File: config.mk
export PLATFORM = sky130hd
export DESIGN_NAME = seg7_array
export DESIGN_NICKNAME = d
export VERILOG_FILES = /design/src/rtl/seg7_array.sv
export SDC_FILE = /design/constraint.sdc
export NUM_CORES = 1
export LEC_CHECK = 0
export ABC_AREA = 1
export BUFFER_PORTS_ARGS = -buffer_cell sky130_fd_sc_hd__buf_4
export CORE_MARGIN = 2
export CORE_UTILIZATION = 35
export DETAILED_ROUTE_END_ITERATION = 12
export MAX_ROUTING_LAYER = met4
export PLACE_DENSITY = 0.53
export SLEW_MARGIN = 10
export SYNTH_ARGS = -nofsm -noshare
export SYNTH_HDL_FRONTEND = slang
export SYNTH_SLANG_ARGS = --single-unit
File: constraint.sdc
create_clock -name clk -period 12.3 [get_ports clk]
set_input_delay 3.075 -clock clk [delete_from_list [all_inputs] [get_ports clk]]
set_output_delay 3.075 -clock clk [all_outputs]
set_load 0.01 [all_outputs]
File: src/rtl/seg7_array.sv
// Multi-digit hex seven-segment driver with parallel and time-multiplexed
// outputs, per-digit enable, leading-zero suppression and blinking.
module seg7_array #(
  parameter int DIGITS    = 8,
  parameter int BLINK_DIV = 25000000,
  parameter int SCAN_DIV  = 50000
) (
  input  logic                  clk,
  input  logic                  rst,
  input  logic [4*DIGITS-1:0]   value,
  input  logic                  load,
  input  logic [DIGITS-1:0]     dp,
  input  logic [DIGITS-1:0]     digit_en,
  input  logic [DIGITS-1:0]     blink_mask,
  input  logic                  lz_blank,
  output logic [7*DIGITS-1:0]   seg_par,
  output logic [DIGITS-1:0]     dp_n,
  output logic [6:0]            seg_scan,
  output logic                  dp_scan_n,
  output logic [DIGITS-1:0]     an_n
);

  localparam int BW = $clog2(BLINK_DIV);
  localparam int CW = $clog2(SCAN_DIV);
  localparam int SW = (DIGITS > 1) ? $clog2(DIGITS) : 1;

  function automatic logic [6:0] hex7(input logic [3:0] n);
    case (n)
      4'h0: hex7 = 7'h40;
      4'h1: hex7 = 7'h79;
      4'h2: hex7 = 7'h24;
      4'h3: hex7 = 7'h30;
      4'h4: hex7 = 7'h19;
      4'h5: hex7 = 7'h12;
      4'h6: hex7 = 7'h02;
      4'h7: hex7 = 7'h78;
      4'h8: hex7 = 7'h00;
      4'h9: hex7 = 7'h10;
      4'hA: hex7 = 7'h08;
      4'hB: hex7 = 7'h03;
      4'hC: hex7 = 7'h46;
      4'hD: hex7 = 7'h21;
      4'hE: hex7 = 7'h06;
      default: hex7 = 7'h0E;
    endcase
  endfunction

  logic [4*DIGITS-1:0]     val_p0;
  logic [DIGITS-1:0]       dp_p0;
  logic [BW-1:0]           bcnt;
  logic                    blink_phase;
  logic [CW-1:0]           scnt;
  logic [SW-1:0]           sidx;
  logic [DIGITS:0]         lz_run;
  logic [DIGITS-1:0]       blank_c;
  logic [DIGITS-1:0][6:0]  seg_c;
  logic [DIGITS-1:0]       dpn_c;

  // ---- stage p0: captured value/dp and free-running blink/scan timebases
  always_ff @(posedge clk or posedge rst) begin
    if (rst) begin
      val_p0      <= '0;
      dp_p0       <= '0;
      bcnt        <= '0;
      blink_phase <= 1'b0;
      scnt        <= '0;
      sidx        <= '0;
    end else begin
      if (load) begin
        val_p0 <= value;
        dp_p0  <= dp;
      end
      if (bcnt == BW'(BLINK_DIV - 1)) begin
        bcnt        <= '0;
        blink_phase <= ~blink_phase;
      end else begin
        bcnt <= bcnt + 1'b1;
      end
      if (scnt == CW'(SCAN_DIV - 1)) begin
        scnt <= '0;
        sidx <= (sidx == SW'(DIGITS - 1)) ? '0 : sidx + 1'b1;
      end else begin
        scnt <= scnt + 1'b1;
      end
    end
  end

  // lz_run[i] is set while digits DIGITS-1..i are all zero; digit 0 is exempt.
  always_comb begin
    lz_run         = '0;
    lz_run[DIGITS] = 1'b1;
    blank_c        = '0;
    seg_c          = '0;
    dpn_c          = '1;
    for (int i = DIGITS - 1; i >= 0; i--) begin
      lz_run[i]  = lz_run[i+1] && (val_p0[4*i +: 4] == 4'h0);
      blank_c[i] = !digit_en[i]
                 || (lz_blank && lz_run[i] && (i > 0))
                 || (blink_phase && blink_mask[i]);
      seg_c[i]   = blank_c[i] ? 7'h7F : hex7(val_p0[4*i +: 4]);
      dpn_c[i]   = blank_c[i] | ~dp_p0[i];
    end
  end

  // ---- stage p1: registered parallel and scan outputs, scan trio aligned
  always_ff @(posedge clk or posedge rst) begin
    if (rst) begin
      seg_par   <= '1;
      dp_n      <= '1;
      seg_scan  <= 7'h7F;
      dp_scan_n <= 1'b1;
      an_n      <= '1;
    end else begin
      seg_par   <= seg_c;
      dp_n      <= dpn_c;
      seg_scan  <= seg_c[sidx];
      dp_scan_n <= dpn_c[sidx];
      an_n      <= ~(DIGITS'(1) << sidx);
    end
  end

endmodule
==> impl_metrics.yaml, run 1 <==
synthesis:
  synthCells: 1085
  synth.largest_area_cell: "dfrtp_1"
  yosys-top-cells-area: "dfrtp_1, dfstp_2, nand2_1"
  ys.flop_type: "dfrtp_1"
  ys_seq_area_share_pct: 46.8
  yosys_warnings: 0
  ys_async_sr_fraction_pct: 100
  syn_nets: 1195
  yosysTopAreaCellShare_pct: 23.5
  synth_area_per_cell_um2: 8.33
  ys_types: 53
  synth_edf_count: 0
  synth_area_um2: 9030
  ys_seq_elements: 165
clocking:
  path_clk_slew_ns: 0.06
  cts_max_path_buffers: 2
  postCtsHoldBufs: 0
  clock_latency_ns: 0.43
  postCtsSetupBuffers: 0
  h-tree-depth: 4
  tritoncts: "yes"
  clock-sinks: 165
  numCtsBuffers: 17
  ctsResizeCount: 0
  cts-root-buf: "clkbuf_16"
placement:
  dp_hpwl_um: 17900
  port_buffers: 139
  placedCellCount: 1525
  dp_slack_ns: 7.19
  gp_congestion: 0.942
finish:
  layout.nets: 1324
  drive_above_1_share_pct: 25.7
  num_antenna_cells: 0
  syn2layout_area_growth_pct: 20.5
  final_cells: 1557
critical_path:
  worst-setup-path-type: "in -> async"
  crit_start: "rst"
  crit_fanout: 64
  critPathArrivalTime_ns: 5.00
  r2r_start: "val_p0[28]$_DFFE_PP0P_"
  required_ns: 12.78
  cp-start-kind: "input pin"
  endpoint_kind: "asynchronous set/reset pin"
sta:
  rsz0062_at_grt: "false"
  worst_pin_slew_ns: 1.11
  fin_crit_sh_pct: 36.7
  finalHoldViolCount: 0
  setup_viol: 0
  fmax_mhz: 222
  maxSlewViolCount: 0
  clock_skew_ns: 0.0157
  final.setup.worst_slack_ns: 7.79
  min_period_ns: 4.51
  finalSetupTns_ns: 0
  whs_ns: 0.420
  slew_headroom_pct: 25.7
floorplanning:
  fp.dieArea_um2: 27100
  core_um2: 25300
  start_util_pct: 35.8
  fp.dieH_um: 165
  rows: 58
  boundaryPins: 140
  die_w_um: 165
detailed_routing:
  vias: 7608
  drc_errors: 0
  first_pass_iters: 5
  viasPerCell: 4.89
  initialDrtViolationCount: 411
  routed_wl_um: 23900
  routedWlPerCell_um: 15.3
  drtAntennaViolNets: 0
grt:
  gr-total-overflow: 0
  track_usage_pct: 18.8
  grt_max_degree: 73
  first_global_vias: 7304
  grt_antenna_before_repair: 0
  grt_pass1_wl_um: 38200
flow_run:
  maxCapViolCount: 0
power_and_ir_drop:
  power.leakage_nw: 5.12
  p_sw_share_pct: 28.5
  pwr_density_cell_nw_per_um2: 123
  seqPwrFrac_pct: 46.9
  power_switching_w: 0.000382
  irDropWorstVdd_mv: 0.0923
  p_int_w: 0.000958
  pwr-share-comb_pct: 16.7
  clkPwrFrac_pct: 36.4
  total_power_w: 0.00134
min_path:
  min_from: "dp_p0[2]$_DFFE_PP0P_"
  min_path_type: "reg -> reg"
run_status:
  status: "completed"
[final timing paths]
check / to / slack (ns) / depth (start not counted)
setup / recovery: val_p0[15]$_DFFE_PP0P_ / 7.79 / 4
hold / removal: dp_n[2]$_DFF_PP1_ / 0.42 / 1
min in group asynchronous: scnt[12]$_DFF_PP0_ / 2.65 / 2
max in group clk: dp_n[2] / 8.11 / 1
hold reg to reg: dp_n[2]$_DFF_PP1_ / 0.42 / 1
setup reg to reg: seg_scan[0]$_DFF_PP1_ / 10.13 / 12
[layout by cell type (no fill, tap or decap), drive strengths merged]
cell	instances
clkinvlp	2
or2	2
and3	1
dfrtp	85
nor3	22
mux2i	1
nor3b	1
a32oi	2
a31oi	4
dfstp	80
o31ai	2
o21a	1
nand3	65
o311ai	1
o211ai	9
a21o	1
and2	1
clkinv	6
xor2	8
o22ai	7
nor2	101
a21boi	7
a21oi	42
mux2	8
a22oi	2
a211oi	3
xnor2	5
nor2b	1
clkbuf	24
nor4	4
buf	142
o221ai	1
ha	50
nand2	257
nand4	43
nand3b	1
o21ai	94
inv	141
[critical path, stage by stage]
cell and delay, ns:
buf_4 0.12, inv_6 0.31, buf_4 0.73, buf_4 0.69
[cell type report]
cell class,count,area [um2]
tap,330,413
inverter,141,539
sequential,165,4230
clock buffer,24,472
timing repair buffer,142,1070
multi-input combinational,747,4110
fill,2557,14400
clock inverter,8,53.8
[power groups by stage]
stage	sequential [W]	clock, W	combinational, W
5_1_grt	0.000634	0.000523	0.000254
4_1_cts	0.000629	0.000500	0.000226
3_5_place_dp	0.000637	0	0.000225
3_3_place_gp	0.000639	0	0.000225
6_report	0.000629	0.000488	0.000224
2_1_floorplan	0.000639	0	0.000124
[synth_stat cells (8+ instances only)]
| cell type | number |
|---|---|
| nand2_1 | 243 |
| inv_1 | 128 |
| o21ai_0 | 89 |
| nor2_1 | 86 |
| dfrtp_1 | 85 |
| dfstp_2 | 80 |
| nand3_1 | 57 |
| ha_1 | 50 |
| a21oi_1 | 41 |
| nand4_1 | 41 |
| nor3_1 | 21 |
| clkbuf_1 | 18 |
| nand2_2 | 14 |
| nor2_2 | 11 |
| buf_2 | 10 |
| inv_2 | 10 |
| o211ai_1 | 9 |
| mux2_2 | 8 |
| xor2_1 | 8 |
[through the flow]
| step | util [%] | cell area (um2) |
|---|---|---|
| after floorplan | - | 9030 |
| after global placement | 41.0 | 10400 |
| after detailed placement | 41.0 | 10400 |
| after CTS | 43.1 | 10900 |
| after global routing | 43.1 | 10900 |
| final | 43.1 | 10900 |
[registers in the layout, indices dropped and copies added, names as in the netlist, 3 cells and up]
| register | cells |
|---|---|
| an_n | 8 |
| sidx | 3 |
| val_p0 | 32 |
| seg_par | 56 |
| seg_scan | 7 |
| bcnt | 25 |
| scnt | 16 |
| dp_p0 | 8 |
| dp_n | 8 |
[metal layers]
metal,vias to the layer above,global-route usage (%),part of all wire (%)
met1,3543,25.4,48
met3,30,3.16,4.8
li1,3817,-,-
met4,0,5.57,1.9
met2,218,29.1,46
met5,-,-,0
[kinds of logic (layout without fill, tap and decap cells)]
| kind of cell | after synthesis | count (layout) | synth area share (%) |
|---|---|---|---|
| AO/OA/AOI/OAI | 176 | 176 | 10.9 |
| adder cells (fa/ha/maj) | 50 | 50 | 6.92 |
| multiplexers | 9 | 9 | 1.11 |
| XOR/XNOR | 13 | 13 | 1.26 |
| AND/OR/NAND/NOR | 499 | 499 | 25.3 |
| buffers and inverters | 173 | 315 | 7.67 |
| flip-flops | 165 | 165 | 46.8 |
Power figures use the tool's default switching activity.
==> run 2: changes to the inputs <==
--- a/config.mk
+++ b/config.mk
@@ -11,7 +11,7 @@
 export CORE_UTILIZATION = 35
 export DETAILED_ROUTE_END_ITERATION = 12
 export MAX_ROUTING_LAYER = met4
-export PLACE_DENSITY = 0.53
+export PLACE_DENSITY = 0.55
 export SLEW_MARGIN = 10
 export SYNTH_ARGS = -nofsm -noshare
 export SYNTH_HDL_FRONTEND = slang
==> constraint.sdc (replaced) <==
create_clock -name clk -period 3.95 [get_ports clk]
set_input_delay 0.9875 -clock clk [delete_from_list [all_inputs] [get_ports clk]]
set_output_delay 0.9875 -clock clk [all_outputs]
set_load 0.01 [all_outputs]
==> run 2 against run 1 <==
Effect of this change:
- die area unchanged
- global-route usage up 0.20 points
- clock power rose to 3.4 times the previous value
- clock skew down 0.0021 ns
- critical endpoint is now seg_scan[1]$_DFF_PP1_
- largest cell class unchanged
==> impl_metrics.yaml, run 2 (synthesized netlist as in run 1, its figures left out) <==
sta:
  finalHoldViolCount: 0
  min_period_ns: 2.20
  finalSetupTns_ns: 0
  fin_crit_sh_pct: 55.7
  fmax_mhz: 455
  clock_skew_ns: 0.0136
  maxSlewViolCount: 0
  slew_headroom_pct: 34.5
  setup_viol: 0
  worst_pin_slew_ns: 0.982
  rsz0062_at_grt: "false"
floorplanning:
  core_um2: 25300
  fp.dieH_um: 165
  die_w_um: 165
  fp.dieArea_um2: 27100
  rows: 58
  start_util_pct: 35.8
  boundaryPins: 140
power_and_ir_drop:
  clkPwrFrac_pct: 38.2
  total_power_w: 0.00432
  power.leakage_nw: 5.15
  pwr-share-comb_pct: 16.5
  seqPwrFrac_pct: 45.3
  pwr_density_cell_nw_per_um2: 394
  power_switching_w: 0.00121
  p_sw_share_pct: 28.1
  p_int_w: 0.00311
  irDropWorstVdd_mv: 0.320
detailed_routing:
  drtAntennaViolNets: 0
  drc_errors: 0
  routed_wl_um: 24000
  viasPerCell: 4.88
  vias: 7596
  routedWlPerCell_um: 15.4
  initialDrtViolationCount: 539
  first_pass_iters: 5
critical_path:
  path_cells: "inv_1 -> ha_1 -> inv_1 -> nor2_1 -> nand2_1 -> nor2_4 -> nand4_2 -> nand4_1 -> nand3_1 -> nand2_1 -> nand2_1 -> nand2_1"
  crit_path_frequent_cell: "nand2_1"
  cp_slowest_cell: "dfrtp_1"
  crit_family: "simple AND/OR/NAND/NOR gates"
  max_stage_delay_ns: 0.42
  cp-start-kind: "flop"
  endpoint_kind: "flop"
  path_buf_inv: 2
  crit_fanout: 9
  worst-setup-path-type: "reg -> reg"
  critPathArrivalTime_ns: 2.57
  required_ns: 4.32
finish:
  layout.nets: 1323
  num_antenna_cells: 0
  reg.largest.list: "seg_par x56, val_p0 x32, bcnt x25"
  top_register: "seg_par"
  layout_common_cells: "nand2_1, buf_4, inv_1, o21ai_0, nor2_1"
  mostFrequentLayoutCell: "nand2_1"
  syn2layout_area_growth_pct: 21.3
  largest_reg_flops: 56
  drive_above_1_share_pct: 25.9
  fillCellCount: 2561
grt:
  gr-total-overflow: 0
  track_usage_pct: 19.0
  grt_antenna_before_repair: 0
  grt_pass1_wl_um: 38600
  grt_max_degree: 166
  first_global_vias: 7306
clocking:
  tritoncts: "yes"
  postCtsHoldBufs: 0
  postCtsSetupBuffers: 0
  cts-root-buf: "clkbuf_16"
  clock_latency_ns: 0.43
  numCtsBuffers: 17
  path_clk_slew_ns: 0.07
  cts_max_path_buffers: 2
  clock-sinks: 165
  ctsResizeCount: 0
  h-tree-depth: 4
min_path:
  min_path_type: "reg -> reg"
placement:
  dp_hpwl_um: 17800
  port_buffers: 139
  gp_congestion: 0.889
flow_run:
  maxCapViolCount: 0
run_status:
  status: "completed"
## run 2: cell types whose count changed in the layout (fill, tap and decap cells not counted)
| cell | previous run | this run |
|---|---|---|
| inv_6 | 3 | 1 |
| buf_12 | 0 | 1 |
| bufinv_16 | 0 | 1 |
| clkinv_2 | 3 | 1 |
| buf_4 | 142 | 140 |
| clkbuf_8 | 2 | 3 |
| clkbuf_1 | 5 | 2 |
| clkinv_4 | 1 | 5 |
| clkbuf_16 | 17 | 18 |
## run 2: path summary, 6_finish.rpt
kind	from	endpoint	slack, ns	cells past startpoint
hold / removal	dp_p0[5]$_DFFE_PP0P_	dp_n[5]$_DFF_PP1_	0.46	1
min in group asynchronous	rst	bcnt[0]$_DFF_PP0_	0.77	3
max in group asynchronous	rst	dp_p0[6]$_DFFE_PP0P_	2.46	3
setup / recovery	val_p0[24]$_DFFE_PP0P_	seg_scan[1]$_DFF_PP1_	1.75	12
setup reg to reg	val_p0[24]$_DFFE_PP0P_	seg_scan[1]$_DFF_PP1_	1.75	12
hold reg to reg	dp_p0[5]$_DFFE_PP0P_	dp_n[5]$_DFF_PP1_	0.46	1
## run 2: power groups by stage
stage	clock, W	combinational, W	sequential [W]
floorplan	0	0.000386	0.00199
global placement	0	0.000719	0.00199
detailed placement	0	0.000714	0.00198
CTS	0.00169	0.000717	0.00196
global route	0.00177	0.000801	0.00197
finish	0.00165	0.000713	0.00196
## run 2: layout make-up
type / instances / area [um2] / share of cell area (%)
clock buffers: 23 / 499 / 4.56
clock inverters: 9 / 92.6 / 0.845
inverters: 141 / 538 / 4.91
multi-input cells: 747 / 4110 / 37.5
flip-flops and latches: 165 / 4230 / 38.6
well taps: 330 / 413 / 3.77
repair buffers: 141 / 1070 / 9.78
## run 2: metrics by stage
| step | worst slack, ns | utilization [%] | cell area, um2 | instances | hold WS, ns |
|---|---|---|---|---|---|
| after floorplan | 0.929 | - | 9040 | 1085 | 0.384 |
| after global placement | 1.59 | 41.0 | 10400 | 1524 | 0.433 |
| after detailed placement | 1.60 | 41.0 | 10400 | 1524 | 0.438 |
| after CTS | 1.78 | 43.4 | 11000 | 1556 | 0.462 |
| after global routing | 1.55 | 43.4 | 11000 | 1556 | 0.476 |
| final | 1.75 | 43.4 | 11000 | 1556 | 0.456 |
## run 2: routing by layer
layer | wire length [um] | track usage (%) | part of all wire [%] | up-vias
met5 | 0 | - | 0 | -
met4 | 350 | 5.26 | 1.5 | 0
met3 | 1150 | 3.39 | 4.8 | 25
met2 | 10600 | 28.4 | 44 | 205
met1 | 11900 | 26.5 | 50 | 3560
li1 | - | - | - | 3806
==> run 3: changes to the inputs <==
--- a/config.mk
+++ b/config.mk
@@ -5,7 +5,7 @@
 export SDC_FILE = /design/constraint.sdc
 export NUM_CORES = 1
 export LEC_CHECK = 0
-export ABC_AREA = 1
+export ABC_AREA = 0
 export BUFFER_PORTS_ARGS = -buffer_cell sky130_fd_sc_hd__buf_4
 export CORE_MARGIN = 2
 export CORE_UTILIZATION = 35
==> constraint.sdc (replaced) <==
create_clock -name clk -period 1.85 [get_ports clk]
set_input_delay 0.4625 -clock clk [delete_from_list [all_inputs] [get_ports clk]]
set_output_delay 0.4625 -clock clk [all_outputs]
set_load 0.01 [all_outputs]
==> run 3 against run 2 <==
Effect of this change:
- the run now ends with negative setup slack left
- highest routed layer unchanged
- largest power group unchanged
- via count shrank 0.68%
- flip-flop and latch count is the same
- utilization grew 6.3 points
- sequential share of layout area shrank 4.7 points
- synthesized cell count shrank 19%
- fmax grew 3.9%
- critical path depth shrank 3
- setup slack lost 2.0 ns
- register-to-register slack lost 2.0 ns
==> impl_metrics.yaml, run 3 <==
synthesis:
  synth.largest_area_cell: "dfrtp_1"
  synth_area_um2: 8930
  yosys-top-cells-area: "dfrtp_1, dfstp_2, ha_1"
  yosysTopAreaCellShare_pct: 23.8
  yosysMostFrequentCell: "nand2_1"
  synth_edf_count: 0
  ys_seq_elements: 165
  ys.flop_type: "dfrtp_1"
  yosys_warnings: 0
  ys_seq_area_share_pct: 47.4
  ys_async_sr_fraction_pct: 100
  synth_area_per_cell_um2: 10.2
  synthCells: 874
  syn_nets: 984
  ys_types: 76
  ys_top_cells_by_count: "nand2_1, dfrtp_1, dfstp_2"
clocking:
  cts-root-buf: "clkbuf_16"
  numCtsBuffers: 17
  clock-sinks: 165
  cts_max_path_buffers: 2
  clock_latency_ns: 0.45
  h-tree-depth: 4
  path_clk_slew_ns: 0.08
  tritoncts: "yes"
finish:
  top_register: "seg_par"
  final_cells: 1507
  fin_util_pct: 49.6
  largest_reg_flops: 56
  syn2layout_area_growth_pct: 39.6
  layout.nets: 1274
  stdcell_area_um2: 12500
  multiInputGateArea_um2: 4600
  fillCellCount: 2396
  drive_above_1_share_pct: 43.8
  ff_latch_area_um2: 4230
  num_antenna_cells: 0
  mostFrequentLayoutCell: "buf_4"
  reg.largest.list: "seg_par x56, val_p0 x32, bcnt x25"
  layout_common_cells: "buf_4, nand2_1, dfrtp_1, dfstp_2, nor2_1"
floorplanning:
  die_w_um: 164
  fp.dieArea_um2: 26800
  rows: 58
  core_um2: 25100
  boundaryPins: 140
  start_util_pct: 35.5
  fp.dieH_um: 164
sta:
  clock_skew_ns: 0.0193
  rsz0062_at_grt: "true"
  finalHoldViolCount: 0
  final.setup.worst_slack_ns: -0.266
  setup_viol: 8
  maxSlewViolCount: 0
  fin_crit_sh_pct: 114
  fmax_mhz: 472
  min_period_ns: 2.12
  worst_pin_slew_ns: 0.612
  slew_headroom_pct: 58.7
grt:
  gr-total-overflow: 0
  grt_max_degree: 58
  grt_antenna_before_repair: 0
  track_usage_pct: 21.2
  first_global_vias: 7597
  grt_pass1_wl_um: 41900
placement:
  port_buffers: 139
  placedCellCount: 1464
  dp_slack_ns: -0.333
  gp_congestion: 0.903
  dp_hpwl_um: 20700
  placed_area_um2: 11600
min_path:
  min_path_type: "in -> reg"
  min_from: "value[5]"
run_status:
  status: "finished with violations"
  violations: "negative setup slack"
critical_path:
  critPathArrivalTime_ns: 2.51
  crit_start: "val_p0[24]$_DFFE_PP0P_"
  cp-start-kind: "flop"
  endpoint_kind: "flop"
  crit_fanout: 6
  r2r_start: "val_p0[24]$_DFFE_PP0P_"
  required_ns: 2.24
  worst-setup-path-type: "reg -> reg"
detailed_routing:
  first_pass_iters: 4
  vias: 7544
  initialDrtViolationCount: 378
  drtAntennaViolNets: 0
  viasPerCell: 5.01
  routedWlPerCell_um: 17.8
  routed_wl_um: 26900
  drc_errors: 0
power_and_ir_drop:
  pwr_density_cell_nw_per_um2: 802
  irDropWorstVdd_mv: 0.483
  power.leakage_nw: 5.70
flow_run:
  maxCapViolCount: 0
run 3: final cells by class:
class / count / area share, %
clock buffers: 17 / 3.41
repair buffers: 315 / 19.6
multi-input cells: 623 / 36.9
flip-flops and latches: 165 / 33.9
inverters: 42 / 1.29
clock inverters: 15 / 1.51
well taps: 330 / 3.31
run 3: power by group:
| group | switching, W | internal (W) |
|---|---|---|
| registers | 0.000160 | 0.00399 |
| logic | 0.00107 | 0.00109 |
| clock network | 0.00183 | 0.00186 |
run 3: final timing paths:
check	endpoint	slack, ns	cells after the start
max	seg_scan[5]$_DFF_PP1_	-0.27	9
min	val_p0[5]$_DFFE_PP0P_	0.22	3
max reg2reg	seg_scan[5]$_DFF_PP1_	-0.27	9
min reg2reg	dp_n[3]$_DFF_PP1_	0.40	1
max in group asynchronous	seg_par[28]$_DFF_PP1_	0.66	4
min in group asynchronous	val_p0[11]$_DFFE_PP0P_	0.55	3
run 3: stage by stage:
stage | setup TNS (ns) | hold WS, ns | total power (W)
floorplan | -67.65 | 0.372 | 0.00523
detailed placement | -3.13 | 0.384 | 0.00633
global placement | -2.39 | 0.382 | 0.00633
finish | -1.73 | 0.216 | 0.0100
CTS | -1.54 | 0.200 | 0.0101
global route | -3.04 | 0.221 | 0.0105
run 3: repair_timing:
item                                   CTS  global route
hold buffers                             1             0
endpoints found under the hold margin    2             0
gates resized for setup                 13            28
pin swaps                                3            11
setup endpoints to repair               27            48
setup buffers                            3             8
run 3: cells by family after synthesis:
kind of cell | share of synthesized area [%]
AOI/OAI and AO/OA | 13.8
xor gates and xnor gates | 2.85
and+or+nand+nor | 19.0
muxes | 6.07
adders and majority gates | 7.01
DFF | 47.4
buffers and inverters | 3.91
run 3: worst max-delay path, cell delays in order, from the launching register on:
cell	delay (ns)
dfrtp_1	0.39
inv_2	0.08
ha_4	0.14
nor3b_4	0.22
buf_6	0.15
nand4_4	0.13
o31a_1	0.40
buf_4	0.17
a211oi_1	0.23
o31a_1	0.15
run 3: metal layers:
| layer | track usage, % | wire, um |
|---|---|---|
| met5 | - | 0 |
| met4 | 6.10 | 383 |
| met3 | 4.12 | 1360 |
| met2 | 34.5 | 13200 |
| met1 | 26.9 | 11900 |
